$ cat config.mk
export PLATFORM = sky130hd
export DESIGN_NAME = hazard_ctrl
export DESIGN_NICKNAME = d
export VERILOG_FILES = /design/src/rtl/riscv_pkg.sv /design/src/rtl/hazard_fwd_unit.sv /design/src/rtl/hazard_ctrl.sv
export SDC_FILE = /design/constraint.sdc
export NUM_CORES = 1
export LEC_CHECK = 0
export CORE_UTILIZATION = 52
export DETAILED_ROUTE_END_ITERATION = 8
export GPL_ROUTABILITY_DRIVEN = 0
export HOLD_SLACK_MARGIN = 0.05
export PLACE_DENSITY_LB_ADDON = 0.05
export SETUP_SLACK_MARGIN = 0.4
export SYNTH_ARGS = -nofsm -noshare
export SYNTH_HDL_FRONTEND = slang
export SYNTH_HIERARCHICAL = 1
export SYNTH_SLANG_ARGS = --single-unit
export TNS_END_PERCENT = 5
$ cat constraint.sdc
create_clock -name clk_i -period 6.57 [get_ports clk_i]
set_input_delay 0.9855 -clock clk_i [delete_from_list [all_inputs] [get_ports clk_i]]
set_output_delay 0.9855 -clock clk_i [all_outputs]
set_load 0.01 [all_outputs]
$ cat src/rtl/riscv_pkg.sv
// Shared types for the RV32I pipeline hazard sequencer.
//   hz_state_e : sequencer FSM states (RUN, FLUSH, MEM_WAIT)
//   fwd_sel_e  : execute operand source select encoding
//   reg_match  : true when a valid, non-x0 destination matches a source index
package riscv_pkg;

    typedef enum logic [1:0] {
        RUN      = 2'b00,
        FLUSH    = 2'b01,
        MEM_WAIT = 2'b10
    } hz_state_e;

    typedef enum logic [1:0] {
        FWD_RF  = 2'b00,
        FWD_MEM = 2'b01,
        FWD_WB  = 2'b10
    } fwd_sel_e;

    // x0 is hard-wired to zero, so a write to it must never be forwarded.
    function automatic logic reg_match(input logic [4:0] rd_addr,
                                       input logic       rd_valid,
                                       input logic [4:0] rs_addr);
        return rd_valid && (rd_addr != 5'd0) && (rd_addr == rs_addr);
    endfunction

endpackage

$ cat src/rtl/hazard_fwd_unit.sv
// Operand forwarding select for one execute source operand.
// Ports:
//   rs_addr_i   in  5  source register index of the operand
//   rdM_addr_i  in  5  memory-stage destination index
//   rdM_valid_i in  1  memory-stage result valid
//   rdW_addr_i  in  5  writeback-stage destination index
//   rdW_valid_i in  1  writeback-stage result valid
//   sel_o       out 2  FWD_RF / FWD_MEM / FWD_WB
module hazard_fwd_unit
    import riscv_pkg::*;
(
    input  logic [4:0] rs_addr_i,
    input  logic [4:0] rdM_addr_i,
    input  logic       rdM_valid_i,
    input  logic [4:0] rdW_addr_i,
    input  logic       rdW_valid_i,
    output fwd_sel_e   sel_o
);

    // Memory stage holds the younger result, so it wins over writeback.
    always_comb begin
        sel_o = FWD_RF;
        if (reg_match(rdM_addr_i, rdM_valid_i, rs_addr_i)) begin
            sel_o = FWD_MEM;
        end else if (reg_match(rdW_addr_i, rdW_valid_i, rs_addr_i)) begin
            sel_o = FWD_WB;
        end else begin
            sel_o = FWD_RF;
        end
    end

endmodule

$ cat src/rtl/hazard_ctrl.sv
// Pipeline sequencer for the 5-stage RV32I core: stall/flush controls for
// fetch, decode and execute plus operand forwarding selects for execute.
// Ports:
//   clk_i, rst_i (sync, active-high)
//   rs1D/rs2D_addr_i, rs1D/rs2D_used_i        decode source operands
//   rdE_addr_i, rdE_wrt_ena_i, loadE_i         execute destination / load flag
//   rdM_addr_i, rdM_valid_i, rdW_addr_i, rdW_valid_i  forwarding producers
//   next_pc_ena_i                              redirect pulse from execute
//   dmem_req_i, dmem_ack_i                     data memory handshake
//   stallF/D/E_o, flushD/E_o                   stage controls (combinational)
//   fwd_rs1_sel_o, fwd_rs2_sel_o               00 regfile, 01 M, 10 W
//   stall_cnt_o                                saturating stallF cycle count
// Operand selects are decoded from the rs1D/rs2D index inputs; the core
// presents on these the indices of the operands being selected.
module hazard_ctrl
    import riscv_pkg::*;
#(
    parameter int FLUSH_CYCLES = 2,
    parameter int CNT_W        = 32
) (
    input  logic             clk_i,
    input  logic             rst_i,
    input  logic [4:0]       rs1D_addr_i,
    input  logic [4:0]       rs2D_addr_i,
    input  logic             rs1D_used_i,
    input  logic             rs2D_used_i,
    input  logic [4:0]       rdE_addr_i,
    input  logic             rdE_wrt_ena_i,
    input  logic             loadE_i,
    input  logic [4:0]       rdM_addr_i,
    input  logic             rdM_valid_i,
    input  logic [4:0]       rdW_addr_i,
    input  logic             rdW_valid_i,
    input  logic             next_pc_ena_i,
    input  logic             dmem_req_i,
    input  logic             dmem_ack_i,
    output logic             stallF_o,
    output logic             stallD_o,
    output logic             stallE_o,
    output logic             flushD_o,
    output logic             flushE_o,
    output logic [1:0]       fwd_rs1_sel_o,
    output logic [1:0]       fwd_rs2_sel_o,
    output logic [CNT_W-1:0] stall_cnt_o
);

    localparam int FC_W = $clog2(FLUSH_CYCLES) + 1;
    // Entered from RUN after the redirect cycle itself already flushed.
    localparam logic [FC_W-1:0] CNT_RESTART =
        (FLUSH_CYCLES > 1) ? FC_W'(FLUSH_CYCLES - 2) : {FC_W{1'b0}};
    // Entered after a memory ack: all FLUSH_CYCLES flush cycles still ahead.
    localparam logic [FC_W-1:0] CNT_FULL = FC_W'(FLUSH_CYCLES - 1);
    localparam logic [CNT_W-1:0] CNT_MAX = {CNT_W{1'b1}};
    localparam logic [CNT_W-1:0] CNT_ONE = {{(CNT_W-1){1'b0}}, 1'b1};

    hz_state_e        state_q, state_d;
    logic [FC_W-1:0]  cnt_q, cnt_d;
    logic             pend_q, pend_d;
    logic [CNT_W-1:0] stall_cnt_q, stall_cnt_d;

    logic     load_use_s;
    logic     stall_f_s, stall_d_s, stall_e_s, flush_d_s, flush_e_s;
    fwd_sel_e fwd_rs1_s, fwd_rs2_s;

    // Load result is not available until after M, so a dependent decode op must wait one cycle.
    always_comb begin
        load_use_s = loadE_i && rdE_wrt_ena_i && (rdE_addr_i != 5'd0) &&
                     ((rs1D_used_i && (rs1D_addr_i == rdE_addr_i)) ||
                      (rs2D_used_i && (rs2D_addr_i == rdE_addr_i)));
    end

    // Next-state and stall/flush decode.
    always_comb begin
        state_d   = state_q;
        cnt_d     = cnt_q;
        pend_d    = pend_q;
        stall_f_s = 1'b0;
        stall_d_s = 1'b0;
        stall_e_s = 1'b0;
        flush_d_s = 1'b0;
        flush_e_s = 1'b0;
        case (state_q)
            RUN: begin
                if (dmem_req_i && !dmem_ack_i) begin
                    stall_f_s = 1'b1;
                    stall_d_s = 1'b1;
                    stall_e_s = 1'b1;
                    state_d   = MEM_WAIT;
                    pend_d    = next_pc_ena_i;
                end else if (next_pc_ena_i) begin
                    flush_d_s = 1'b1;
                    flush_e_s = 1'b1;
                    if (FLUSH_CYCLES > 1) begin
                        state_d = FLUSH;
                        cnt_d   = CNT_RESTART;
                    end else begin
                        state_d = RUN;
                    end
                end else if (load_use_s) begin
                    stall_f_s = 1'b1;
                    stall_d_s = 1'b1;
                    flush_e_s = 1'b1;
                end else begin
                    state_d = RUN;
                end
            end
            FLUSH: begin
                flush_d_s = 1'b1;
                flush_e_s = 1'b1;
                if (next_pc_ena_i) begin
                    cnt_d = CNT_RESTART;
                end else if (cnt_q == {FC_W{1'b0}}) begin
                    state_d = RUN;
                end else begin
                    cnt_d = cnt_q - FC_W'(1);
                end
            end
            MEM_WAIT: begin
                if (dmem_ack_i) begin
                    // Stalls release on the ack cycle; a held redirect flushes from the next cycle.
                    pend_d = 1'b0;
                    if (pend_q || next_pc_ena_i) begin
                        state_d = FLUSH;
                        cnt_d   = CNT_FULL;
                    end else begin
                        state_d = RUN;
                    end
                end else begin
                    stall_f_s = 1'b1;
                    stall_d_s = 1'b1;
                    stall_e_s = 1'b1;
                    pend_d    = pend_q || next_pc_ena_i;
                end
            end
            default: begin
                state_d = RUN;
                cnt_d   = {FC_W{1'b0}};
                pend_d  = 1'b0;
            end
        endcase
        // Reset squashes decode/execute and releases all stalls.
        if (rst_i) begin
            stall_f_s = 1'b0;
            stall_d_s = 1'b0;
            stall_e_s = 1'b0;
            flush_d_s = 1'b1;
            flush_e_s = 1'b1;
        end else begin
            pend_d = pend_d;
        end
    end

    // Saturating count of fetch-stall cycles.
    always_comb begin
        stall_cnt_d = stall_cnt_q;
        if (stall_f_s && (stall_cnt_q != CNT_MAX)) begin
            stall_cnt_d = stall_cnt_q + CNT_ONE;
        end else begin
            stall_cnt_d = stall_cnt_q;
        end
    end

    // State, flush counter, pending redirect and performance counter registers.
    always_ff @(posedge clk_i) begin
        if (rst_i) begin
            state_q     <= RUN;
            cnt_q       <= {FC_W{1'b0}};
            pend_q      <= 1'b0;
            stall_cnt_q <= {CNT_W{1'b0}};
        end else begin
            state_q     <= state_d;
            cnt_q       <= cnt_d;
            pend_q      <= pend_d;
            stall_cnt_q <= stall_cnt_d;
        end
    end

    hazard_fwd_unit u_fwd_rs1 (
        .rs_addr_i   (rs1D_addr_i),
        .rdM_addr_i  (rdM_addr_i),
        .rdM_valid_i (rdM_valid_i),
        .rdW_addr_i  (rdW_addr_i),
        .rdW_valid_i (rdW_valid_i),
        .sel_o       (fwd_rs1_s)
    );

    hazard_fwd_unit u_fwd_rs2 (
        .rs_addr_i   (rs2D_addr_i),
        .rdM_addr_i  (rdM_addr_i),
        .rdM_valid_i (rdM_valid_i),
        .rdW_addr_i  (rdW_addr_i),
        .rdW_valid_i (rdW_valid_i),
        .sel_o       (fwd_rs2_s)
    );

    assign stallF_o      = stall_f_s;
    assign stallD_o      = stall_d_s;
    assign stallE_o      = stall_e_s;
    assign flushD_o      = flush_d_s;
    assign flushE_o      = flush_e_s;
    assign fwd_rs1_sel_o = rst_i ? 2'b00 : fwd_rs1_s;
    assign fwd_rs2_sel_o = rst_i ? 2'b00 : fwd_rs2_s;
    assign stall_cnt_o   = stall_cnt_q;

endmodule

**After elaboration in Yosys (flattened, before gate mapping)**

Cells that the tools add are included.

- Mux-type cells: 41
- Reduce and logical (&&, ||, !) cells: 24
- Equality and inequality tests: 18
- $add $sub $neg: 2
- Bitwise gates (word level): 1

Operators with widths:

| cell | number |
|---|---|
| $mux W2 | 18 |
| $add A32 B1 Y32 const B | 1 |
| $ne A32 B32 Y1 const B | 1 |
| $eq A5 B5 Y1 | 6 |
| $mux W1 | 16 |
| $reduce_bool A5 Y1 | 3 |
| $ne A2 B2 Y1 const B | 7 |
| $logic_and A1 B1 Y1 | 13 |
| $pmux W2 S3 | 2 |
| $pmux W1 S2 | 4 |
| $reduce_and A5 Y1 | 1 |
| $logic_not A2 Y1 | 2 |
| $ne A4 B4 Y1 const B | 1 |
| $reduce_and A4 Y1 | 1 |
| $ne A3 B3 Y1 const B | 1 |
| $pmux W1 S3 | 1 |
| $eq A2 B1 Y1 const B | 1 |
| $eq A2 B2 Y1 const B | 1 |
| $logic_or A1 B1 Y1 | 2 |
| $reduce_and A2 Y1 | 1 |
| $sub A2 B1 Y2 const B | 1 |
| $logic_not A1 Y1 | 1 |
| $not A1 Y1 | 1 |

- Register bits: 37
- Input bits: 36

**Longest topological paths before layout**

Gate-level depths: netlist of the first run.

- Depth after elaboration: 10
- Depth in mapped cells: 11
- Gate-level depth less buffers: 8

**By module**

The synthesis of the first run kept the hierarchy.

Modules (own cells, without submodules):

| module | sequential area each (µm²) | area each (µm²) | cells each | instances |
|---|---|---|---|---|
| hazard_ctrl | 740.7 | 2443.6 | 287 | 1 |
| hazard_fwd_unit | 0.0 | 151.4 | 20 | 2 |

**Worst setup path before layout of the first run**

No wires, ideal clock.

- Path type: input port to output port
- Start point: input rdE_addr_i[2]
- End point: output stallF_o
- Slack: 3.496 ns
- Data arrival time: 2.089 ns
- Cell stages on the path: 6
- Path through: xnor2_1 > nand4_1 > o22ai_1 > nand2b_1 > o21ai_0 > buf_4

- Cells in the longest elaborated chain, start to end: 9

RTL lines:

| item | RTL line | RTL |
|---|---|---|
| from (decl) | hazard_ctrl.sv:27 | `input logic [4:0] rdE_addr_i,` |
| $eq A5 B5 Y1, on equally long branches | hazard_ctrl.sv:68, hazard_ctrl.sv:69 |  |
| $logic_and A1 B1 Y1, on equally long branches | hazard_ctrl.sv:68, hazard_ctrl.sv:69 |  |
| $logic_or A1 B1 Y1 | hazard_ctrl.sv:68 | `((rs1D_used_i && (rs1D_addr_i == rdE_addr_i)) \|\|` |
| $logic_and A1 B1 Y1 * | hazard_ctrl.sv:67 | `load_use_s = loadE_i && rdE_wrt_ena_i && (rdE_addr_i != 5'd0) &&` |
| $mux W1 * (3 in a row) | -- |  |
| $pmux W1 S2 * | -- |  |
| $mux W1 * | -- |  |
| to (decl) | hazard_ctrl.sv:37 | `output logic stallF_o,` |

Every way passes the cells marked *; elsewhere a longest branch is shown, timed or not.

**Worst setup path in the final report of the first run**

- Start point: input rs2D_addr_i[2]
- End point: output stallD_o

- Cells in the longest elaborated chain, start to end: 9

RTL lines:

| item | RTL line | RTL |
|---|---|---|
| from (decl) | hazard_ctrl.sv:24 | `input logic [4:0] rs2D_addr_i,` |
| $eq A5 B5 Y1 | hazard_ctrl.sv:69 | `(rs2D_used_i && (rs2D_addr_i == rdE_addr_i)));` |
| $logic_and A1 B1 Y1 | hazard_ctrl.sv:69 |  |
| $logic_or A1 B1 Y1 | hazard_ctrl.sv:68 |  |
| $logic_and A1 B1 Y1 | hazard_ctrl.sv:67 |  |
| $mux W1 | hazard_ctrl.sv:99 | `end else if (load_use_s) begin` |
| $mux W1 | hazard_ctrl.sv:90 | `end else if (next_pc_ena_i) begin` |
| $mux W1 | hazard_ctrl.sv:84 | `if (dmem_req_i && !dmem_ack_i) begin` |
| $pmux W1 S2 | hazard_ctrl.sv:82 | `case (state_q)` |
| $mux W1 | hazard_ctrl.sv:142 | `if (rst_i) begin` |
| to (decl) | hazard_ctrl.sv:38 | `output logic stallD_o,` |

Every way passes these cells.

==> reports/metrics.csv, run 1 <==
stage,metric,value,unit
outcome,status,"complete, no violations",
logic_synthesis,Cells after Synth,327,
sta,Fin Setup TNS,0,ps
global_route,final global-route overflow total,0,
detailed_routing,Antenna Nets Post-Route,0,
clock_network,post-CTS setup buffers,0,
critical_path,Critical Path RT,5580,ps
pwr,switch share,0.2877,
critical_path,most used cell along the critical path,clkdlybuf4s50_1,
logic_synthesis,number of enable flip-flop cells after synthesis,0,
floorplanning,Die Wd,74.68,um
floorplanning,Initial Utilization,0.5377,
logic_synthesis,sequential share of the synthesized area,0.2697,
pwr,Clk pwr share,0.337,
pwr,Internal,0.3618,mW
detailed_routing,aggregate routed wire length,7151,um
sta,Slew HR,0.3937,
sta,fmax,249.9,MHz
clock_network,post-cts hold buffer count,0,
detailed_routing,wire per inst,15.38,um
clock_network,CTS root buffer,clkbuf_8,
pwr,Max VDD drop,99.81,uV
critical_path,CP max-delay cell,clkdlybuf4s50_1,
pwr,Power Total,0.5079,mW
pwr,Cell Pwr Density,141.1,nW/um2
sta,Final Hold Fails,0,
pwr,switching power,0.1461,mW
sta,Hold WS,497.8,ps
clock_network,clk sinks,37,
placement,area post-placement,3503,um2
critical_path,Crit Path Max Fanout,4,
global_route,vias in the first global route,2525,
global_route,largest net degree at the start of global routing,54,
clock_network,CTS Buffer Depth,2,
critical_path,kind of critical path,input port to output port,
floorplanning,CORE AREA,5107,um2
job,max cap viols,0,
layout,post-route cell area,3600,um2
clock_network,CTS tree,done,
logic_synthesis,Yosys Warn Count,6,
logic_synthesis,Post-synth ARST share,0,
detailed_routing,total number of vias,2813,
placement,hpwl dp,5186,um
sta,RSZ-0062 raised after global routing,false,
clock_network,# resized after CTS,0,
sta,Setup Viol. Count Final,0,
detailed_routing,drt drc,0,
floorplanning,number of core rows,26,
clock_network,CTS buffer count,5,
layout,Finished Core Util,0.7048,
floorplanning,Die H,74.68,um
hold_path,Hold Path Class,flip-flop to flip-flop,
pwr,Leak,1.181,nW
critical_path,"Cell Chain, Critical Path","clkdlybuf4s50_1, xnor2_1, nand4_1, o22ai_1, nand2b_1, o21ai_0, clkdlybuf4s50_1",
floorplanning,top-level I/O count,77,
sta,Final min period,4002,ps
layout,ant diodes,0,
logic_synthesis,Mapped Area,2746,um2
sta,worst-margin pin slew,909.5,ps
sta,Clock Skew,11.56,ps
logic_synthesis,"Net Count, Synth",368,
global_route,GRT Resource Usage Total,0.2612,
logic_synthesis,Netlist cell types,65,
detailed_routing,vias per cell,6.049,
layout,share of layout cells above drive strength 1,0.09114,
sta,pins over their slew limit,0,
clock_network,clk_lat worst skew,290,ps
global_route,global-route wire length before repair,11410,um
pwr,Comb pwr share,0.213,
floorplanning,Die ar.,5576,um2
critical_path,CP arrival,3020,ps
clock_network,H-tree depth,2,
critical_path,CP peak stage delay,580,ps
placement,PortBufs,76,
detailed_routing,1st-iter DRT viols,145,
pwr,sequential share of power,0.450,
critical_path,Worst setup EP type,output port,
logic_synthesis,"Top FF cell, synth",dfxtp_1,
critical_path,Startpoint Class,input port,
detailed_routing,drt first pass iters,4,
sta,Final period util,0.6091,
logic_synthesis,#FFs+latches synth,37,
layout,final net count,435,
layout,"Area growth, synth to finish",31.07,%
logic_synthesis,syn_area_per_cell,8.399,um2
clock_network,"CTS clk-pin slew, worst paths",80,ps
global_route,initial antenna violation count,0,
## metrics by stage
| stage | worst slack, ps | cells |
|---|---|---|
| finish | 2568 | 465 |
| global route | 2324 | 465 |
| CTS | 2546 | 465 |
| detailed placement | 2547 | 457 |
| global placement | 2608 | 457 |
| floorplan | 3496 | 327 |
## worst paths after layout
check | from | cells past startpoint | slack [ps] | endpoint
worst min-delay path | cnt_q[1]$_SDFFE_PP0P_ | 2 | 500 | cnt_q[1]$_SDFFE_PP0P_
worst min register to register | cnt_q[1]$_SDFFE_PP0P_ | 2 | 500 | cnt_q[1]$_SDFFE_PP0P_
worst max-delay path | rs2D_addr_i[2] | 7 | 2570 | stallD_o
worst max register to register | stall_cnt_o[0]$_SDFFE_PP0P_ | 7 | 3710 | stall_cnt_o[3]$_SDFFE_PP0P_
## synthesized netlist by cell type (all sizes together), types with 2 or more instances
| cell | count | share of area |
|---|---|---|
| mux2i | 4 | 0.015 |
| clkbuf | 9 | 0.014 |
| and3 | 5 | 0.011 |
| mux2 | 6 | 0.026 |
| o21ai | 4 | 0.0073 |
| inv | 8 | 0.011 |
| o31ai | 15 | 0.041 |
| nand2 | 24 | 0.033 |
| xor2 | 6 | 0.019 |
| nand2b | 3 | 0.0068 |
| o311ai | 7 | 0.022 |
| xnor2 | 20 | 0.064 |
| and4 | 5 | 0.016 |
| nand4 | 17 | 0.046 |
| or2 | 3 | 0.0068 |
| or3 | 3 | 0.0068 |
| buf | 9 | 0.029 |
| a211oi | 4 | 0.019 |
| o41ai | 6 | 0.025 |
| dfxtp | 37 | 0.27 |
| nor3 | 9 | 0.020 |
| nor4 | 10 | 0.027 |
| nor2 | 18 | 0.025 |
| or3b | 2 | 0.0073 |
| or4 | 19 | 0.053 |
| ha | 5 | 0.023 |
| nand3 | 16 | 0.029 |
| a21oi | 25 | 0.047 |
| nor2b | 10 | 0.023 |
## area by class of cell
class                           instances  area (um2)
Multi-Input combinational cell        263        1866
Fill cell                             445        1508
Timing Repair Buffer                   78       775.7
Sequential cell                        37       740.7
Tap cell                               70       87.58
Clock buffer                            6       82.58
Inverter                                9       33.78
Clock inverter                          2       13.76
## layer usage
| layer | vias up | global-route usage | part of all wire |
|---|---|---|---|
| li1 | 1398 | - | - |
| met4 | 0 | 0.1006 | 0.017 |
| met3 | 12 | 0.04016 | 0.043 |
| met1 | 1326 | 0.3350 | 0.45 |
| met5 | - | 0 | 0 |
| met2 | 77 | 0.4424 | 0.49 |
## power groups by stage
| stage | clock network (mW) | logic (mW) | registers [mW] |
|---|---|---|---|
| finish | 0.171 | 0.108 | 0.228 |
| global route | 0.182 | 0.119 | 0.229 |
| CTS | 0.172 | 0.108 | 0.228 |
| detailed placement | 0 | 0.108 | 0.234 |
| global placement | 0 | 0.106 | 0.234 |
| floorplan | 0 | 0.0674 | 0.233 |
## cells in the final DEF (no fill, tap or decap), types with 2 or more instances in the layout
cell and n:
nand2b_1 3, o31ai_1 15, mux2_2 2, xor2_1 6, clkdlybuf4s50_1 76, o21ai_1 2, nand3_1 16, buf_4 2
nor3_1 7, nor3_2 2, mux2i_1 4, xnor2_1 20, ha_1 5, inv_1 8, o41ai_2 2, o21ai_0 2
a211oi_2 2, and4_1 4, mux2_1 3, and3_1 5, a21oi_1 24, nor4_1 8, nand2_1 24, nor2_1 18
nor4_2 2, clkbuf_8 6, or3_1 3, o41ai_1 4, dfxtp_1 37, or2_2 3, nor2b_1 10, nand4_1 15
or4_1 18, o311ai_0 7
## worst max-delay path: cells and delay by family
| family | cells | cell delay (ps) |
|---|---|---|
| buf+inv | 2 | 1150 |
| compound gates | 2 | 460 |
| simple gates | 2 | 270 |
| xor+xnor | 1 | 150 |
## cells by family (layout without fill, tap and decap cells)
kind of cell	Yosys count	count (layout)	synth area share
adder cells (fa/ha/maj)	5	5	0.02278
buffers and inverters	27	95	0.05513
multiplexers	10	10	0.04054
XOR/XNOR	26	26	0.08292
AND/OR/NAND/NOR	148	148	0.3235
AO/OA/AOI/OAI	74	74	0.2055
flip-flops	37	37	0.2697
## state kept, by name, summed over array words and instances (netlist names)
register     count
state_q          2
cnt_q            2
pend_q           1
stall_cnt_o     32
Note: power is estimated with default switching activity, not from simulation.
==> run 2, diff against run 1 <==
--- a/config.mk
+++ b/config.mk
@@ -5,7 +5,7 @@
 export SDC_FILE = /design/constraint.sdc
 export NUM_CORES = 1
 export LEC_CHECK = 0
-export CORE_UTILIZATION = 52
+export CORE_UTILIZATION = 49
 export DETAILED_ROUTE_END_ITERATION = 8
 export GPL_ROUTABILITY_DRIVEN = 0
 export HOLD_SLACK_MARGIN = 0.05
==> constraint.sdc (replaced) <==
create_clock -name clk_i -period 3.8 [get_ports clk_i]
set_input_delay 0.57 -clock clk_i [delete_from_list [all_inputs] [get_ports clk_i]]
set_output_delay 0.57 -clock clk_i [all_outputs]
set_load 0.01 [all_outputs]
==> run 2 against run 1 <==
Net effect:
- clock skew is 2.3 ps lower
- hold slack worse by 19 ps
- total power is 67% higher
- combinational power up 74%
- non-clock buffer count unchanged
- critical path depth stayed put
- die area up 6.0%
- cell count stayed put
- utilization fell by 1.9 points
- sequential share of layout area grew 0.057 points
- first-iteration DRC count is 19% higher
- largest cell class unchanged
- largest power group unchanged
==> reports/metrics.csv, run 2 (same netlist as run 1, synthesis figures left out) <==
stage,metric,value,unit
outcome,status,"complete, no violations",
pwr,Clk pwr share,0.315,
clock_network,post-cts hold buffer count,0,
layout,final net count,435,
pwr,Leak,1.173,nW
layout,"leading cell types in the layout, fill and taps excluded","76 x clkdlybuf4s50_1, 37 x dfxtp_1, 24 x nand2_1, 24 x a21oi_1, 20 x xnor2_1",
clock_network,CTS tree,done,
placement,DP Worst Slack,615.5,ps
detailed_routing,1st-iter DRT viols,172,
pwr,Max VDD drop,178.0,uV
detailed_routing,total number of vias,2806,
detailed_routing,Antenna Nets Post-Route,0,
global_route,final global-route overflow total,0,
sta,Setup Viol. Count Final,0,
pwr,Power Total,0.8505,mW
placement,area post-placement,3503,um2
sta,fmax,315.3,MHz
pwr,sequential share of power,0.464,
floorplanning,Die H,76.87,um
clock_network,clk_lat worst skew,290,ps
sta,Hold WS,478.4,ps
floorplanning,number of core rows,26,
placement,PortBufs,76,
sta,Slew HR,0.3796,
job,max cap viols,0,
sta,Final min period,3172,ps
layout,ant diodes,0,
floorplanning,Initial Utilization,0.5244,
critical_path,r2r endpoint,stall_cnt_o[3]$_SDFFE_PP0P_,
pwr,switch share,0.2888,
detailed_routing,vias per cell,6.034,
critical_path,CP startpoint,rs2D_addr_i[3],
critical_path,Startpoint Class,input port,
clock_network,CTS root buffer,clkbuf_8,
critical_path,Reg2Reg Launch Point,stall_cnt_o[0]$_SDFFE_PP0P_,
pwr,Comb pwr share,0.221,
sta,Fin Setup TNS,0,ps
clock_network,# resized after CTS,0,
hold_path,Hold Path Class,flip-flop to flip-flop,
floorplanning,CORE AREA,5238,um2
clock_network,CTS Buffer Depth,2,
layout,"Area growth, synth to finish",30.71,%
floorplanning,Die Wd,76.87,um
global_route,initial antenna violation count,0,
layout,post-route cell area,3590,um2
clock_network,"CTS clk-pin slew, worst paths",70,ps
global_route,GRT Resource Usage Total,0.2403,
placement,hpwl dp,5244,um
layout,max reg flops,32,
critical_path,crit path to,stallF_o,
sta,Final period util,0.8347,
floorplanning,Die ar.,5908,um2
global_route,global-route wire length before repair,11770,um
critical_path,kind of critical path,input port to output port,
sta,worst-margin pin slew,930.5,ps
sta,Final Hold Fails,0,
critical_path,CP arrival,2600,ps
clock_network,post-CTS setup buffers,0,
placement,Inst Count DP,457,
clock_network,H-tree depth,2,
sta,Clock Skew,9.301,ps
critical_path,r2r setup slk,900,ps
clock_network,CTS buffer count,5,
pwr,Cell Pwr Density,236.9,nW/um2
layout,Finished Core Util,0.6854,
clock_network,clk sinks,37,
sta,RSZ-0062 raised after global routing,false,
critical_path,Critical Path RT,3230,ps
layout,"most common cell after layout, fill and taps aside",clkdlybuf4s50_1,
detailed_routing,drt drc,0,
pwr,switching power,0.2456,mW
critical_path,Crit Path Max Fanout,4,
critical_path,Worst setup EP type,output port,
layout,share of layout cells above drive strength 1,0.09114,
sta,pins over their slew limit,0,
detailed_routing,wire per inst,15.46,um
detailed_routing,aggregate routed wire length,7188,um
global_route,vias in the first global route,2496,
global_route,largest net degree at the start of global routing,54,
sta,setup ws final,628.3,ps
detailed_routing,drt first pass iters,5,
critical_path,FF-to-FF path depth,7,
pwr,Internal,0.6049,mW
floorplanning,top-level I/O count,77,
layout,Final Non-Filler Cells,465,
[run 2: worst max-delay path, stage by stage]
cell,delay (ps)
clkdlybuf4s50_1,570
xnor2_1,150
nand4_1,180
o22ai_1,240
nand2b_1,90
o21ai_0,220
clkdlybuf4s50_1,580
[run 2: how the worst min path moves through the flow]
| stage | start | to | slack [ps] | cells after the start |
|---|---|---|---|---|
| finish | state_q[0]$_SDFFE_PP0P_ | state_q[0]$_SDFFE_PP0P_ | 480 | 2 |
| global route | state_q[1]$_SDFFE_PP0P_ | state_q[1]$_SDFFE_PP0P_ | 500 | 2 |
| CTS | state_q[0]$_SDFFE_PP0P_ | state_q[0]$_SDFFE_PP0P_ | 480 | 2 |
| detailed placement | state_q[0]$_SDFFE_PP0P_ | state_q[0]$_SDFFE_PP0P_ | 470 | 2 |
| global placement | state_q[1]$_SDFFE_PP0P_ | state_q[1]$_SDFFE_PP0P_ | 470 | 2 |
| floorplan | state_q[1]$_SDFFE_PP0P_ | state_q[1]$_SDFFE_PP0P_ | 450 | 2 |
[run 2: cell type report]
type | instances | area, um2
Clock buffer | 5 | 68.82
Clock inverter | 3 | 17.52
Fill cell | 469 | 1648
Inverter | 9 | 33.78
Multi-Input combinational cell | 263 | 1866
Sequential cell | 37 | 740.7
Tap cell | 70 | 87.58
Timing Repair Buffer | 78 | 775.7
[run 2: layer usage]
layer	up-vias	global-route usage	wire length, um
met3	4	0.04286	298
met1	1315	0.3107	3393
li1	1409	-	-
met5	-	0	0
met2	78	0.4134	3454
met4	0	0.05192	41
[run 2: power groups by stage]
stage	clock network [mW]	logic, mW	registers, mW
5_1_grt	0.290	0.204	0.395
3_5_place_dp	0	0.186	0.404
4_1_cts	0.273	0.187	0.395
6_report	0.268	0.188	0.395
3_3_place_gp	0	0.184	0.404
2_1_floorplan	0	0.116	0.403
